===== config.mk =====
export PLATFORM = sky130hd
export DESIGN_NAME = bch_encoder
export DESIGN_NICKNAME = d
export VERILOG_FILES = /design/src/rtl/bch_encoder.sv
export SDC_FILE = /design/constraint.sdc
export NUM_CORES = 1
export LEC_CHECK = 0
export ABC_AREA = 1
export ABC_CLOCK_PERIOD_IN_PS = 3050
export BUFFER_PORTS_ARGS = -buffer_cell sky130_fd_sc_hd__buf_2
export CAP_MARGIN = 25
export CELL_PAD_IN_SITES_DETAIL_PLACEMENT = 0
export CELL_PAD_IN_SITES_GLOBAL_PLACEMENT = 1
export CORE_ASPECT_RATIO = 0.8
export CORE_MARGIN = 2
export CORE_UTILIZATION = 45
export DETAILED_ROUTE_END_ITERATION = 10
export PLACE_DENSITY = 0.89
export SKIP_LAST_GASP = 1
export SYNTH_ARGS = -nofsm -noshare
export SYNTH_HDL_FRONTEND = slang
export SYNTH_SLANG_ARGS = --single-unit

===== constraint.sdc =====
create_clock -name I_clk -period 3.05 [get_ports I_clk]
set_input_delay 0.305 -clock I_clk [delete_from_list [all_inputs] [get_ports I_clk]]
set_output_delay 0.305 -clock I_clk [all_outputs]
set_load 0.005 [all_outputs]

===== src/rtl/bch_encoder.sv =====
// Systematic BCH encoder: shifts the message through an LFSR divider one bit per
// cycle (MSB first) and presents {message, parity} until downstream accepts it.
module bch_encoder #(
    parameter int unsigned       C_N        = 31,
    parameter int unsigned       C_K        = 11,
    parameter logic [C_N-C_K:0]  C_GEN_POLY = 21'h1626D5
) (
    input  logic           I_clk,
    input  logic           I_rst,
    input  logic [C_K-1:0] I_msg,
    input  logic           I_valid,
    output logic           O_ready,
    output logic [C_N-1:0] O_codeword,
    output logic           O_valid,
    input  logic           I_ready,
    output logic           O_busy
);

    localparam int unsigned P_W   = C_N - C_K;
    localparam int unsigned CNT_W = $clog2(C_K + 1);
    localparam logic [P_W-1:0] GEN_LOW = C_GEN_POLY[P_W-1:0];

    typedef enum logic [1:0] {
        IDLE,
        ENC,
        DONE
    } state_t;

    state_t           state, state_n;
    logic [C_K-1:0]   msg, msg_n;
    logic [P_W-1:0]   par, par_n;
    logic [CNT_W-1:0] cnt, cnt_n;
    logic [C_N-1:0]   codeword_n;
    logic             ready_n, busy_n, valid_n;
    logic             fb;

    // State, datapath and registered outputs
    always_ff @(posedge I_clk or posedge I_rst) begin
        if (I_rst) begin
            state      <= IDLE;
            msg        <= '0;
            par        <= '0;
            cnt        <= '0;
            O_codeword <= '0;
            O_ready    <= 1'b1;
            O_busy     <= 1'b0;
            O_valid    <= 1'b0;
        end else begin
            state      <= state_n;
            msg        <= msg_n;
            par        <= par_n;
            cnt        <= cnt_n;
            O_codeword <= codeword_n;
            O_ready    <= ready_n;
            O_busy     <= busy_n;
            O_valid    <= valid_n;
        end
    end

    // Next state, LFSR step and next output values.
    // The message register is rotated each ENC cycle so its MSB is always the
    // next bit; after C_K rotations it is back to the original word.
    always_comb begin
        state_n    = state;
        msg_n      = msg;
        par_n      = par;
        cnt_n      = cnt;
        codeword_n = O_codeword;
        fb         = 1'b0;

        case (state)
            IDLE: begin
                if (I_valid) begin
                    msg_n   = I_msg;
                    par_n   = '0;
                    cnt_n   = '0;
                    state_n = ENC;
                end
            end
            ENC: begin
                fb    = msg[C_K-1] ^ par[P_W-1];
                par_n = {par[P_W-2:0], 1'b0} ^ (fb ? GEN_LOW : '0);
                msg_n = {msg[C_K-2:0], msg[C_K-1]};
                cnt_n = cnt + CNT_W'(1);
                if (cnt == CNT_W'(C_K - 1)) begin
                    state_n    = DONE;
                    codeword_n = {msg_n, par_n};
                end
            end
            DONE: begin
                if (I_ready) begin
                    state_n    = IDLE;
                    codeword_n = '0;
                end
            end
            default: begin
                state_n    = IDLE;
                codeword_n = '0;
            end
        endcase

        ready_n = (state_n == IDLE);
        busy_n  = (state_n == ENC);
        valid_n = (state_n == DONE);
    end

endmodule

==> results.sh <==
export IMPL_place_ws_ns=1.25
export IMPL_die_w_um=94.5
export IMPL_yosys_register_bits=71
export IMPL_vias_per_cell=5.06
export IMPL_power_mw=3.92
export IMPL_fin_cells=471
export IMPL_final_cell_area_sq_um=3480
export IMPL_antenna_found_initial=0
export IMPL_final_net_count=399
export IMPL_p_sw_mw=1.56
export IMPL_final_antenna_net_count=0
export IMPL_fin_tns_setup_ns=0
export IMPL_worstMarginPinSlew_ns=0.753
export IMPL_grt_use_total=0.196
export IMPL_clk_path_buf_depth=2
export IMPL_critical_path_top_delay_family="simple AND/OR/NAND/NOR gates"
export IMPL_yosysWarnings=0
export IMPL_fin_util=0.546
export IMPL_dieArea_sq_um=7220
export IMPL_dp_hpwl_mm=4.11
export IMPL_clk_insertion_delay_late_ns=0.35
export IMPL_area_growth_pct=18.0
export IMPL_p_int_mw=2.36
export IMPL_peakVddDrop_mv=0.425
export IMPL_pwr_share_clk=0.211
export IMPL_die_h_um=76.4
export IMPL_cpPeakStageDelay_ns=0.41
export IMPL_max_slew_margin_rel=0.497
export IMPL_worstPathRequired_ns=3.28
export IMPL_crit_path_top_delay_cell="dfrtp_1"
export IMPL_cts_made_buffers=9
export IMPL_critPathKind="flip-flop to flip-flop"
export IMPL_skew_ns=0.00819
export IMPL_cts_setup_buffers=0
export IMPL_synth_top_family_by_area="simple AND/OR/NAND/NOR gates"
export IMPL_leakage_nw=1.80
export IMPL_detail_route_iter0_violations=154
export IMPL_synth_area_sq_um=2950
export IMPL_fin_crit_ns=1.81
export IMPL_syn_inst=334
export IMPL_rows=26
export IMPL_drv_cap=0
export IMPL_gr_usage_met1=0.294
export IMPL_synthMuxAreaShare=0
export IMPL_place_area_sq_um=3260
export IMPL_grt_pass1_wl_mm=10.9
export IMPL_start_kind="flip-flop"
export IMPL_grt_use_met2=0.264
export IMPL_drv_slew=0
export IMPL_status="finished, final reports clean"
export IMPL_synthAdderAreaFrac=0.00849
export IMPL_htree_levels=3
export IMPL_setup_violations=0
export IMPL_core_sq_um=6380
export IMPL_clock_fmax_mhz=551
export IMPL_crit_path_end_kind="flip-flop"
export IMPL_totalWireLength_mm=6.40
export IMPL_wl_per_cell_um=13.6
export IMPL_ys_seq_area_frac=0.603
export IMPL_sw_frac_of_total=0.398
export IMPL_p_comb_frac=0.378
export IMPL_hold_viol=0
export IMPL_root_buffer="clkbuf_8"
export IMPL_cp_max_fo=38
export IMPL_r2r_slack_ns=1.24
export IMPL_synth_compound_area_frac=0.101
export IMPL_synth_xor_area_frac=0
export IMPL_cts_resized=0
export IMPL_worstPathArrival_ns=2.04
export IMPL_cts_num_sinks=71
export IMPL_hold_ws_ns=0.0862
export IMPL_critPathBufInv=2
export IMPL_grt_pass1_vias=2228
export IMPL_grt_busiest_layer="met1"
export IMPL_final_setup_worst_slack_ns=1.24
export IMPL_worstPathCellList="inv_1, ha_1, nand3_1, nand2_2, nand3_2, buf_4, nand2_1, o21ai_0"
export IMPL_synth_cell_type_count=19
export IMPL_diodes=0
export IMPL_grt_overflow_total=0
export IMPL_io_buffers=48
export IMPL_layout_drive_gt1_share=0.196
export IMPL_hold_path_class="primary input to async pin"
export IMPL_cts_tree="built"
export IMPL_fin_crit_sh=0.595
export IMPL_p_per_area_nw_per_um2=1130
export IMPL_drc_errors=0
export IMPL_rsz0062_at_grt="no"
export IMPL_cts_clk_slew_worst_paths_ns=0.08
export IMPL_initial_core_util=0.462
export IMPL_dp_cells=455
export IMPL_globalRouteMet3Util=0.0584
export IMPL_seqPwrFrac=0.410
export IMPL_synth_area_per_cell_sq_um=8.83
export IMPL_gp_congestion=0.802
export IMPL_synth_nets=351
export IMPL_io_pins=49
export IMPL_grt_max_degree=39
export IMPL_synthSimpleGateAreaFrac=0.247
export IMPL_vias=2383
export IMPL_num_fill_cells=624
export IMPL_cts_hold_buffers=0
export IMPL_drtPass1Iterations=4
[worst register-to-register path, stage by stage, from the launching register on]
cell and delay, ns:
dfrtp_1 0.41, inv_1 0.10, ha_1 0.15, nand3_1 0.12, nand2_2 0.12, nand3_2 0.28
buf_4 0.36, nand2_1 0.09, o21ai_0 0.08
[power by group through the flow]
stage	Combinational [mW]	Sequential [mW]	Clock [mW]
2_1_floorplan	1.04	1.60	0
5_1_grt	1.72	1.66	0.892
3_5_place_dp	1.49	1.62	0
3_3_place_gp	1.45	1.61	0
4_1_cts	1.50	1.61	0.846
6_report	1.48	1.61	0.828
[cells in the mapped netlist]
cell type    n  area [sq um]
ha_1         2          25.0
nor2_4       1          11.3
nand2_2      2          12.5
inv_2        1          3.75
buf_4        3          22.5
nor2_2       1          6.26
a21oi_1      6          30.0
buf_2       11          55.1
o21ai_0     41           205
nand2_1    109           409
buf_1        2          7.51
a31oi_1      6          37.5
nand3_2      1          10.0
o21ai_1      5          25.0
dfrtp_1     70          1750
dfstp_2      1          26.3
inv_1        8          30.0
nor2_1      33           124
nand3_1     31           155
[state kept, by name, summed over array words and instances, names as in the netlist]
name        count
cnt             4
O_busy          1
msg            11
state           2
O_valid         1
O_codeword     31
par            20
O_ready         1
[layer usage]
layer	vias to the layer above	routed length (um)
met4	0	82
met1	1119	3200
met5	-	0
li1	1193	-
met3	8	388
met2	63	2730
[cell usage in the layout, fill, tap and decap left out, drive strengths merged]
master	netlist	final
o21ai	46	46
dfstp	1	1
a31oi	6	6
nor2	35	35
clkinvlp	0	1
clkbuf	0	10
nand2	111	111
a21oi	6	6
inv	9	10
nand3	32	32
bufinv	0	2
clkinv	0	2
buf	16	53
ha	2	2
dfrtp	70	70
[kinds of logic (layout without fill, tap and decap cells)]
group	Yosys count	after routing
and+or+nand+nor	178	178
DFF	71	71
AOI/OAI and AO/OA	58	58
buffers and inverters	25	78
adders and majority gates	2	2
[cell type report]
type | count | area [sq um] | area share
multi-input cells | 238 | 1050 | 0.302
well taps | 84 | 105 | 0.0302
clock buffers | 10 | 128 | 0.0367
flip-flops and latches | 71 | 1780 | 0.511
repair buffers | 53 | 290 | 0.0834
clock inverters | 6 | 93.8 | 0.0270
inverters | 9 | 33.8 | 0.00971
[final timing paths]
| path | start | to | cells past startpoint |
|---|---|---|---|
| setup / recovery | cnt[0] | O_codeword[28] | 8 |
| hold / removal | I_rst | msg[2] | 2 |
| setup reg to reg | cnt[0] | O_codeword[28] | 8 |
| hold reg to reg | O_codeword[7] | O_codeword[7] | 2 |
| max in group asynchronous | I_rst | par[7] | 3 |
| min in group I_clk | I_msg[2] | msg[2] | 3 |
No activity file was read; power rests on OpenSTA's default activity.
